==> config.mk <==
export PLATFORM = sky130hd
export DESIGN_NAME = servo_pwm_sched
export DESIGN_NICKNAME = d
export VERILOG_FILES = /design/src/rtl/servo_pwm_sched.sv
export SDC_FILE = /design/constraint.sdc
export NUM_CORES = 1
export LEC_CHECK = 0
export BUFFER_PORTS_ARGS = -buffer_cell sky130_fd_sc_hd__buf_2
export CAP_MARGIN = 10
export CORE_MARGIN = 2
export CORE_UTILIZATION = 40
export DETAILED_ROUTE_END_ITERATION = 12
export GPL_TIMING_DRIVEN = 0
export PLACE_DENSITY = 0.53
export SLEW_MARGIN = 20
export SYNTH_ARGS = -nofsm -noshare
export SYNTH_HDL_FRONTEND = slang
export SYNTH_SLANG_ARGS = --single-unit
==> constraint.sdc <==
create_clock -name clk -period 4.33 [get_ports clk]
set_input_delay 0.2165 -clock clk [delete_from_list [all_inputs] [get_ports clk]]
set_output_delay 0.2165 -clock clk [all_outputs]
set_load 0.005 [all_outputs]
==> src/rtl/servo_pwm_sched.sv <==
// rtl/servo_pwm_sched.sv - multi-channel hobby-servo pulse scheduler with frame-boundary position latch
module servo_pwm_sched #(
    parameter int CLK_DIV   = 100,
    parameter int N_CH      = 4,
    parameter int FRAME_US  = 20000,
    parameter int SLOT_US   = 2500,
    parameter int PULSE_MIN = 1000,
    parameter int STEP      = 4
) (
    input  logic            clk,
    input  logic            rst,
    input  logic            en,
    input  logic            wr_en,
    input  logic [2:0]      wr_ch,
    input  logic [7:0]      wr_pos,
    output logic [N_CH-1:0] servo_out,
    output logic            frame_start,
    output logic [2:0]      cur_ch,
    output logic            busy
);
    localparam int DIV_W = $clog2(CLK_DIV);

    typedef enum logic [1:0] {IDLE, PULSE, SLOT_REST, FRAME_GAP} state_t;

    logic [DIV_W-1:0] div_q, div_d;
    logic             tick;
    state_t           state_q, state_d;
    logic [14:0]      us_cnt_q, us_cnt_d;
    logic [14:0]      slot_base_q, slot_base_d;
    logic [2:0]       ch_q, ch_d;
    logic [N_CH-1:0]  servo_out_q, servo_out_d;
    logic             frame_start_q, frame_start_d;
    logic             busy_q, busy_d;
    logic [7:0]       active_q [N_CH];
    logic [7:0]       active_d [N_CH];
    logic [7:0]       pending_q [N_CH];
    logic [7:0]       pending_d [N_CH];
    logic [7:0]       cur_pos;
    logic [11:0]      pulse_ticks;
    logic [14:0]      pulse_last;
    logic [14:0]      slot_rel;
    logic             frame_done;
    logic             start_frame;

    always_comb begin
        cur_pos = '0;
        for (int i = 0; i < N_CH; i++) begin
            if (ch_q == 3'(i)) cur_pos = active_q[i];
        end
        pulse_ticks = 12'(PULSE_MIN) + 12'(cur_pos) * 12'(STEP);
        pulse_last  = {3'b000, pulse_ticks - 12'd1};
        // Slot-relative time; slot_base_q holds the frame time at which the current slot began.
        slot_rel    = us_cnt_q - slot_base_q;
    end

    always_comb begin
        tick          = (div_q == DIV_W'(CLK_DIV - 1));
        div_d         = tick ? '0 : div_q + 1'b1;
        state_d       = state_q;
        us_cnt_d      = us_cnt_q;
        slot_base_d   = slot_base_q;
        ch_d          = ch_q;
        servo_out_d   = servo_out_q;
        frame_start_d = 1'b0;
        busy_d        = busy_q;
        active_d      = active_q;
        pending_d     = pending_q;
        frame_done    = 1'b0;
        start_frame   = 1'b0;

        for (int i = 0; i < N_CH; i++) begin
            if (wr_en && wr_ch == 3'(i)) pending_d[i] = wr_pos;
        end

        if (tick) begin
            case (state_q)
                IDLE: begin
                    if (en) start_frame = 1'b1;
                end
                PULSE: begin
                    us_cnt_d = us_cnt_q + 15'd1;
                    if (slot_rel == pulse_last) begin
                        servo_out_d = '0;
                        state_d     = SLOT_REST;
                    end
                end
                SLOT_REST: begin
                    us_cnt_d = us_cnt_q + 15'd1;
                    if (slot_rel == 15'(SLOT_US - 1)) begin
                        if (ch_q != 3'(N_CH - 1)) begin
                            ch_d        = ch_q + 3'd1;
                            slot_base_d = us_cnt_q + 15'd1;
                            servo_out_d = N_CH'(1) << ch_d;
                            state_d     = PULSE;
                        // Slots may fill the whole frame, leaving no gap to sit in.
                        end else if (us_cnt_q == 15'(FRAME_US - 1)) begin
                            frame_done = 1'b1;
                        end else begin
                            state_d = FRAME_GAP;
                        end
                    end
                end
                FRAME_GAP: begin
                    us_cnt_d = us_cnt_q + 15'd1;
                    if (us_cnt_q == 15'(FRAME_US - 1)) frame_done = 1'b1;
                end
                default: state_d = IDLE;
            endcase
        end

        if (frame_done) begin
            if (en) begin
                start_frame = 1'b1;
            end else begin
                state_d     = IDLE;
                busy_d      = 1'b0;
                ch_d        = '0;
                servo_out_d = '0;
                us_cnt_d    = '0;
                slot_base_d = '0;
            end
        end

        if (start_frame) begin
            active_d      = pending_q;
            frame_start_d = 1'b1;
            ch_d          = '0;
            us_cnt_d      = '0;
            slot_base_d   = '0;
            servo_out_d   = N_CH'(1);
            busy_d        = 1'b1;
            state_d       = PULSE;
        end
    end

    always_ff @(posedge clk) begin
        if (rst) begin
            div_q         <= '0;
            state_q       <= IDLE;
            us_cnt_q      <= '0;
            slot_base_q   <= '0;
            ch_q          <= '0;
            servo_out_q   <= '0;
            frame_start_q <= 1'b0;
            busy_q        <= 1'b0;
            for (int i = 0; i < N_CH; i++) begin
                active_q[i]  <= '0;
                pending_q[i] <= '0;
            end
        end else begin
            div_q         <= div_d;
            state_q       <= state_d;
            us_cnt_q      <= us_cnt_d;
            slot_base_q   <= slot_base_d;
            ch_q          <= ch_d;
            servo_out_q   <= servo_out_d;
            frame_start_q <= frame_start_d;
            busy_q        <= busy_d;
            active_q      <= active_d;
            pending_q     <= pending_d;
        end
    end

    assign servo_out   = servo_out_q;
    assign frame_start = frame_start_q;
    assign cur_ch      = ch_q;
    assign busy        = busy_q;

endmodule

### Yosys cells after proc, flatten, opt, wreduce, memory -nomap -nowiden

Index checks and enable logic that the tools add are counted.

| word-level totals | value |
|---|---|
| output and inout bits | 9 |
| input port bits | 15 |
| register bits | 112 |

| cells by class | value |
|---|---|
| equal/unequal tests | 15 |
| reductions and logical operators | 12 |
| add/subtract/negate cells | 6 |
| shift operators | 1 |
| muxes and demuxes | 51 |

Operator list:

| cell | count |
|---|---|
| $mux 15 | 10 |
| $mux 8 | 4 |
| $mux 4 | 6 |
| $mux 3 | 6 |
| $add 15x1->15 const B | 1 |
| $eq 15x12->1 | 1 |
| $eq 15x12->1 const B | 1 |
| $eq 15x15->1 const B | 1 |
| $mux 1 | 15 |
| $sub 15x15->15 | 1 |
| $mux 2 | 7 |
| $eq 3x2->1 const B | 4 |
| $sub 11x1->12 const B | 1 |
| $add 10x10->11 const A | 1 |
| $pmux 4 s2 | 1 |
| $add 7x1->7 const B | 1 |
| $eq 7x7->1 const B | 1 |
| $eq 3x1->1 const B | 2 |
| $logic_not 3->1 | 2 |
| $eq 2x2->1 const B | 2 |
| $logic_and 1x1->1 | 4 |
| $pmux 2 s2 | 1 |
| $reduce_or 2->1 | 2 |
| $shl 1x3->4 const A | 1 |
| other kinds (9) | 9 |

### Depth between registers and ports, before layout

Gate-level depths: netlist of run 1.

| depth | value |
|---|---|
| word-level depth | 14 |
| gate-level depth with buffers | 15 |
| gate-level depth less buffers | 13 |

### Worst setup path before layout of run 1

Ideal clock, no wire load.

| timing | value |
|---|---|
| path type | reg2reg |
| start | register us_cnt_q[0] |
| end | register slot_base_q[10] |
| cell stages (with the launch flop) | 15 |
| period minus slack after synthesis | 3.262 ns |
| setup slack | 1.068 ns |
| data required time | 4.215 ns |
| arrival time | 3.147 ns |
| setup time | 0.115 ns |
| path buffers | 1 |
| path through | dfxtp_1 -> inv_1 -> ha_1 -> fa_1 -> nand2b_1 -> a21oi_1 -> o21ai_0 -> xnor2_1 -> nand4_2 -> nor4_4 -> nand2_2 -> nor2_8 -> buf_12 -> mux2i_1 -> nor2_2 |

| between the ends | value |
|---|---|
| cells in the longest elaborated chain, start to end | 8 |
| elaborated cells on any way between the ends | 17 |
| those cells by class | 2 x add/sub; 2 x eq/ne; 12 x mux; 1 x reduce/logical |

Ends and longest elaborated chain:

| item | RTL line | RTL |
|---|---|---|
| start: declaration | 28 | `logic [14:0] us_cnt_q, us_cnt_d;` |
| start signal: assignment | 153 | `us_cnt_q <= us_cnt_d;` |
| parallel branches: the longest is 8 deep, another holds $sub 15x15->15 | -- |  |
| end signal: assignment | 154 | `slot_base_q <= slot_base_d;` |
| end: declaration | 29 | `logic [14:0] slot_base_q, slot_base_d;` |

Several ways; the timed one is not identified.
A chain may end at the register's enable or synchronous reset.

### Final worst setup path of run 1

| timing | value |
|---|---|
| start | register us_cnt_q[0] |
| end | register slot_base_q[1] |

Same word-level chain as after synthesis.

==> metrics, run 1 <==
WS Path Type=flop to flop; FP Rows=46; status=finished clean; commonest cells after routing, fill and taps aside=112 x dfxtp_1, 111 x nand2_1, 94 x nor2_1; initial antenna violation count=0; crit-path max FO=10; hold buffer count at CTS=0; Clk pwr share=43.6%; Relative slew margins=32.6%; CP required=4.58 ns; Reg2Reg Setup Slack=0.36 ns; first-pass GRT wire length=25,500 um; Final Slew Violations=0; antenna diode count=0; HPWL after detailed placement=12,000 um; r2r startpoint=us_cnt_q[0]; Peak Freq=0.252 GHz; worst hold path depth=3; DR WL/cell=14.9 um; final WL=15,200 um; Post-Place Worst Slack=0.321 ns; MaxCap Viol Count=0; Post-CTS Resized=0; RSZ-0062 raised after global routing=no; syn nets=813; Tcrit/Tclk final=91.7%; Final Worst Setup Slack=0.358 ns; Worst Hold End=pending_q[19]; clock skew=0.00728 ns; Setup crit end kind=flop; Avg Cell Area, Syn=8.31 um2; Max clock buf depth=2; Setup Buffers After CTS=0; Pleak=2.95 nW; global route total overflow=0; vias in the first global route=5,017; Sw Ratio=24.3%; Setup Viol. Count Final=0; largest net degree at the start of global routing=22; Worst-Margin Slew=1.00 ns; total power draw=1.96 mW; Max VDD drop=0.000189 V; DR vias/cell=5.12; Ports=24; Yosys Warn Count=0; setup TNS=0 ns; register area share after synthesis=35.1%; gp weighted congestion=0.859; core area=15,700 um2; commonest non-fill, non-tap cell in the layout=dfxtp_1; worst min-delay path category=input pin to flop; layout cells sized above 1=9.93%; library cells used by synthesis=76; Logic pwr share=3.3%; fin crit period=3.97 ns; Pre-antenna DRT Iters=4; Psw=0.476 mW; worst r2r path cells=13; clk root buf=clkbuf_16; Clk pin slew, worst setup/hold paths=0.08 ns; Area growth syn-to-layout=10.8%; DR iter-0 viols=228; Detail Route Antenna Nets=0; Die W=130 um; final hold violations=0; placed cells=1,006; H-tree lvl count=3; Internal=1.49 mW; Mapped Cells=768; crit path launch type=flop; Main synth FF type=dfxtp_1; power per cell area=277 nW/um2; vias=5,236; Starting Density=40.6%; final cell count without fillers=1,022; Worst Path Arrival=4.23 ns; CTS buffer count=9; number of synthesized register bits=112; Port Buf Inserts=22; TritonCTS Sinks=112; die span in y=130 um; R2R Path End=slot_base_q[1]; Post-route DRC=0; Final Cell Area=7070 um2; die area=17,000 um2; CTS tree=done; latest clock arrival within the worst-skew pair=0.36 ns; area post-placement=6760 um2; post-synthesis async set-or-reset flop share=0%; part of the power in registers=53.2%; Final Core Density=45.0%; final-stage net count=846; synthesized area=6380 um2; Total GRT Usage=19.1%; Hold Crit Start=wr_pos[3]; Post-synth EDFFs=0; hold slack=0.136 ns
## cell type report
class / instances / area [um2]
well taps: 216 / 270
clock buffers: 10 / 239
clock inverters: 6 / 72.6
multi-input cells: 591 / 3810
plain buffers: 37 / 219
fillers: 1558 / 8640
flip-flops and latches: 112 / 2240
inverters: 28 / 105
repair buffers: 22 / 110
## state kept, by name, summed over array words and instances (netlist names)
signal       cells
active_q        32
pending_q       32
slot_base_q     15
us_cnt_q        15
div_q            7
servo_out        4
cur_ch           3
state_q          2
busy             1
frame_start      1
## worst max-delay path, stage by stage, from the launching register on
cell and delay, ns:
dfxtp_1 0.41, inv_1 0.08, ha_1 0.23, fa_1 0.40, nand2b_1 0.20, a21oi_1 0.23, o21ai_0 0.15, xnor2_1 0.38
nand4_2 0.21, nor4_4 0.56, a21oi_2 0.15, nor3_4 0.53, buf_6 0.25, nor2_1 0.06
## power by group through the flow
stage	logic (mW)	registers, mW	clock network, mW
detailed placement	0.0654	1.07	0
global route	0.0715	1.04	0.932
CTS	0.0654	1.04	0.882
finish	0.0643	1.04	0.855
floorplan	0.0388	1.07	0
global placement	0.0638	1.07	0
## worst max path at each step
stage | to | cells past startpoint | startpoint | slack, ns
global placement | slot_base_q[3] | 13 | us_cnt_q[0] | 0.34
CTS | us_cnt_q[12] | 13 | us_cnt_q[0] | 0.31
global route | slot_base_q[14] | 13 | us_cnt_q[0] | 0.03
finish | slot_base_q[1] | 13 | us_cnt_q[0] | 0.36
floorplan | slot_base_q[10] | 14 | us_cnt_q[0] | 1.07
detailed placement | slot_base_q[2] | 13 | us_cnt_q[0] | 0.32
## Yosys cell counts (all sizes together) (5+ instances only)
cell type,number,area share (%)
a211oi,7,0.82
a21o,10,1.2
a21oi,74,5.9
and2,6,0.59
and3,11,1.1
buf,18,2.3
clkbuf,19,1.1
dfxtp,112,35
ha,29,5.7
inv,28,1.6
mux2i,50,7.8
nand2,112,6.6
nand3,16,1.3
nand3b,6,0.71
nor2,99,6.2
nor2b,6,0.59
nor3,17,1.5
nor4,7,0.92
o21a,5,0.59
o21ai,17,1.3
or2,7,0.73
xnor2,22,3.0
xor2,30,4.1
## per-layer routing
layer / track usage, % / vias to the layer above / wire length (um)
met1: 23.7 / 2425 / 6970
met4: 7.46 / 0 / 342
met2: 33.0 / 68 / 7540
met3: 3.36 / 21 / 369
li1: - / 2722 / -
met5: 0 / - / 0
## cells by family (layout without fill, tap and decap cells)
family | Yosys count | count (layout) | synth area share [%]
xor gates and xnor gates | 52 | 52 | 7.14
AOI/OAI and AO/OA | 148 | 148 | 15.4
muxes | 51 | 51 | 8.02
and+or+nand+nor | 310 | 310 | 23.2
DFF | 112 | 112 | 35.1
buffers and inverters | 65 | 103 | 5.08
adders and majority gates | 30 | 30 | 6.00
(Power assumes the default switching activity.)
==> run 2: changes to the inputs <==
- CORE_UTILIZATION: 40 -> 58
- PLACE_DENSITY: 0.53 -> 0.72
==> metrics, run 2 (same netlist as run 1, synthesis figures left out) <==
status=finished clean; Detail Route Antenna Nets=0; FP Rows=38; Port Buf Inserts=22; Worst Path Arrival=4.20 ns; Max clock buf depth=2; global route total overflow=0; Worst-Margin Slew=1.06 ns; placed cells=930; core area=10,800 um2; Pre-antenna DRT Iters=5; DR iter-0 viols=280; vias=5,357; Internal=1.28 mW; Max VDD drop=0.000296 V; Clk pwr share=34.7%; layout cells sized above 1=9.68%; DR vias/cell=5.66; Relative slew margins=28.9%; Die W=109 um; Final Slew Violations=0; gp weighted congestion=0.883; final-stage net count=846; CTS tree=done; Peak Freq=0.256 GHz; H-tree lvl count=3; Setup crit end kind=flop; die span in y=109 um; CTS buffer count=9; Setup Viol. Count Final=0; WS Path Type=flop to flop; Area growth syn-to-layout=7.14%; latest clock arrival within the worst-skew pair=0.40 ns; Sw Ratio=24.7%; hold buffer count at CTS=0; crit path launch type=flop; TritonCTS Sinks=112; final cell count without fillers=946; power per cell area=248 nW/um2; initial antenna violation count=0; Setup Buffers After CTS=0; final hold violations=0; commonest cells after routing, fill and taps aside=112 x dfxtp_1, 111 x nand2_1, 94 x nor2_1; vias in the first global route=5,234; Post-CTS Resized=0; worst min-delay path category=input pin to flop; Starting Density=59.1%; commonest non-fill, non-tap cell in the layout=dfxtp_1; Post-route DRC=0; largest net degree at the start of global routing=19; clock skew=0.0107 ns; Largest regs=active_q: 32 flops, pending_q: 32 flops; crit-path max FO=10; Tcrit/Tclk final=90.2%; Clk pin slew, worst setup/hold paths=0.11 ns; HPWL after detailed placement=11,300 um; MaxCap Viol Count=0; Logic pwr share=3.7%; die area=11,900 um2; final WL=14,400 um; Ports=24; setup TNS=0 ns; Final Worst Setup Slack=0.422 ns; part of the power in registers=61.6%; Psw=0.419 mW; hold slack=0.0902 ns; RSZ-0062 raised after global routing=no; Total GRT Usage=25.9%; Post-Place Worst Slack=0.404 ns; clk root buf=clkbuf_8; DR WL/cell=15.3 um; first-pass GRT wire length=24,100 um; antenna diode count=0; Final Core Density=63.3%; fin crit period=3.91 ns; Pleak=2.88 nW; CP required=4.62 ns
## run 2: path summary, 6_finish.rpt
kind                     from        endpoint  slack (ns)  depth (start not counted)
setup / recovery  us_cnt_q[0]  slot_base_q[2]        0.42                         13
hold reg to reg      div_q[0]        div_q[0]        0.45                          1
setup reg to reg  us_cnt_q[0]  slot_base_q[2]        0.42                         13
hold / removal      wr_pos[7]   pending_q[15]        0.09                          3
## run 2: power groups by stage
stage | Sequential, mW | Combinational (mW) | Clock [mW]
after floorplan | 1.07 | 0.0388 | 0
after global placement | 1.07 | 0.0616 | 0
after detailed placement | 1.07 | 0.0635 | 0
after CTS | 1.04 | 0.0637 | 0.600
after global routing | 1.05 | 0.0706 | 0.639
final | 1.04 | 0.0632 | 0.587
## run 2: metal layers
metal | GRT usage [%] | part of all wire (%) | routed length [um] | vias to the layer above
met2 | 46.1 | 49 | 7140 | 93
met4 | 12.1 | 4.0 | 583 | 0
met3 | 5.50 | 3.1 | 443 | 32
li1 | - | - | - | 2707
met5 | 0 | 0 | 0 | -
met1 | 29.3 | 43 | 6260 | 2525
## run 2: critical path, stage by stage, from the launching register on
cell,delay (ns)
dfxtp_1,0.40
inv_1,0.08
ha_1,0.24
fa_1,0.42
nand2b_1,0.20
a21oi_1,0.24
o21ai_0,0.16
xnor2_1,0.36
nand4_2,0.19
nor4_4,0.55
a21oi_2,0.15
nor3_4,0.51
buf_6,0.24
nor2_1,0.06
## run 2: area by class of cell
cell class	count	area, um2
tap	140	175
clock buffer	11	131
buffer	37	219
sequential	112	2240
multi-input combinational	591	3810
inverter	28	105
fill	958	3960
clock inverter	5	38.8
timing repair buffer	22	110
## run 2: metrics by stage
step | cell area [um2] | power [mW]
2_1_floorplan | 6380 | 1.10
3_3_place_gp | 6670 | 1.13
3_5_place_dp | 6670 | 1.13
4_1_cts | 6840 | 1.71
5_1_grt | 6840 | 1.75
6_report | 6840 | 1.69
==> run 3: changes to the inputs <==
- ABC_AREA: not set -> 1
==> metrics, run 3 <==
final-stage net count=1,043; Post-CTS Resized=0; slowest cell on the critical path=fa_1; Starting Density=59.1%; gp weighted congestion=0.919; most frequent cell after synthesis=nand2_1; largest net degree at the start of global routing=22; Clk pwr share=35.7%; Crit path max-delay family=simple AND/OR/NAND/NOR gates; Post-Place Worst Slack=0.851 ns; hold slack=0.107 ns; highest metal used=met4; Final Core Density=63.6%; HPWL after detailed placement=12,400 um; area post-placement=6670 um2; Clk pin slew, worst setup/hold paths=0.12 ns; Synth top area share=35.2%; FILL cells=1,056; Psw=0.442 mW; TritonCTS Sinks=112; area taken by multi-input logic gates=3470 um2; Sw Ratio=25.6%; Detail Route Antenna Nets=0; ranking of synthesized cells by area=dfxtp_1 35%, nand2_1 14%, inv_1 7.9%; Reg area=2240 um2; Setup Viol. Count Final=0; first-pass GRT wire length=25,700 um; Final Slew Violations=0; Avg Cell Area, Syn=6.61 um2; vias in the first global route=5,480; antenna diode count=0; Worst path most repeated cell=nand2_1; CTS tree=done; die area=11,800 um2; layout cells sized above 1=8.28%; Worst-Margin Slew=0.623 ns; DR vias/cell=5.19; Setup Buffers After CTS=0; part of the power in registers=60.6%; vias=5,930; FP Rows=38; final WL=15,600 um; Pleak=3.03 nW; crit path cell chain=inv_1 > ha_1 > fa_1 > inv_1 > nand3_1 > nand3_2 > nand2_1 > nand2_1 > nand2_1 > nand2_1 > nand2_1 > nor2_1 > nand3_1 > nor2_2 > nand3_1 > nand3b_1 > nand2_1 > nand2_1 > buf_2 > o22ai_1; synthesized area=6380 um2; Tcrit/Tclk final=81.5%; Post-synth EDFFs=0; crit-path max FO=10; MaxCap Viol Count=0; commonest non-fill, non-tap cell in the layout=nand2_1; Port Buf Inserts=23; Final Worst Setup Slack=0.802 ns; Area growth syn-to-layout=7.65%; Peak Freq=0.283 GHz; worst min-delay path category=input pin to flop; Largest regs=active_q: 32 flops, pending_q: 32 flops; Worst Path Arrival=3.82 ns; Max clock buf depth=2; top cell type by total area after synthesis=dfxtp_1; power per cell area=252 nW/um2; Relative slew margins=58.1%; RSZ-0062 raised after global routing=no; register area share after synthesis=35.2%; Total GRT Usage=28.1%; Crit path largest cell delay=0.46 ns; Mapped Cells=964; hold buffer count at CTS=0; number of synthesized register bits=112; Die W=109 um; Post-route DRC=0; initial antenna violation count=0; commonest cells after routing, fill and taps aside=245 x nand2_1, 134 x inv_1, 112 x dfxtp_1; latest clock arrival within the worst-skew pair=0.40 ns; clock skew=0.0173 ns; global route total overflow=0; syn nets=1,009; CP required=4.62 ns; Pre-antenna DRT Iters=5; Logic pwr share=3.6%; WS Path Type=flop to flop; core area=10,800 um2; H-tree lvl count=3; Post-synth top cells=245 x nand2_1, 134 x inv_1, 112 x dfxtp_1, 102 x nor2_1, 90 x nand3_1; Yosys Warn Count=0; Buf/Inv on CP=3; Ports=24; Main synth FF type=dfxtp_1; DR WL/cell=13.7 um; CTS buffer count=9; crit path launch type=flop; Internal=1.29 mW; Final Cell Area=6860 um2; Setup crit end kind=flop; die span in y=109 um; final hold violations=0; Max VDD drop=0.000410 V; status=finished clean; Met1 Routed Length=6940 um; setup TNS=0 ns; clk root buf=clkbuf_8; fin crit period=3.53 ns; DR iter-0 viols=303; post-synthesis async set-or-reset flop share=0%; metal3 WL=479 um; WL met2=7510 um; library cells used by synthesis=40
-- run 3: routing by layer --
layer / GRT usage, % / up-vias
met5: 0 / -
met4: 14.3 / 0
met3: 5.80 / 42
met2: 48.4 / 98
met1: 33.1 / 2641
li1: - / 3149
-- run 3: power by group through the flow --
stage	Combinational (mW)	Clock, mW	Sequential (mW)
5_1_grt	0.0720	0.673	1.05
4_1_cts	0.0633	0.632	1.05
3_3_place_gp	0.0623	0	1.07
6_report	0.0629	0.618	1.05
3_5_place_dp	0.0632	0	1.07
2_1_floorplan	0.0389	0	1.07
-- run 3: worst min-delay path, cell delays in order --
cell and delay [ns]:
buf_2 0.11, o21ai_0 0.08, nor2_1 0.07
-- run 3: layout make-up --
| class | count | share of cell area [%] |
|---|---|---|
| buffer | 28 | 1.95 |
| clock buffer | 9 | 1.80 |
| clock inverter | 7 | 1.08 |
| inverter | 140 | 7.66 |
| multi-input combinational | 684 | 50.6 |
| sequential | 112 | 32.7 |
| tap | 140 | 2.55 |
| timing repair buffer | 23 | 1.68 |
-- run 3: logic make-up after synthesis --
family,synth area share [%]
xor+xnor,2.06
compound gates,11.4
simple gates,35.0
buf+inv,10.3
fa+ha+maj,6.00
flops,35.2
-- run 3: path summary, 6_finish.rpt --
kind                startpoint      endpoint  slack, ns  cells past startpoint
hold reg to reg   pending_q[8]   active_q[8]       0.45                      2
setup reg to reg   us_cnt_q[0]  active_q[30]       0.80                     20
hold / removal       wr_pos[0]  pending_q[8]       0.11                      3
setup / recovery   us_cnt_q[0]  active_q[30]       0.80                     20
-- run 3: per-stage QoR --
step / std cells / total power, mW
after floorplan: 964 / 1.11
after global placement: 1127 / 1.13
after detailed placement: 1127 / 1.13
after CTS: 1143 / 1.74
after global routing: 1143 / 1.80
final: 1143 / 1.73
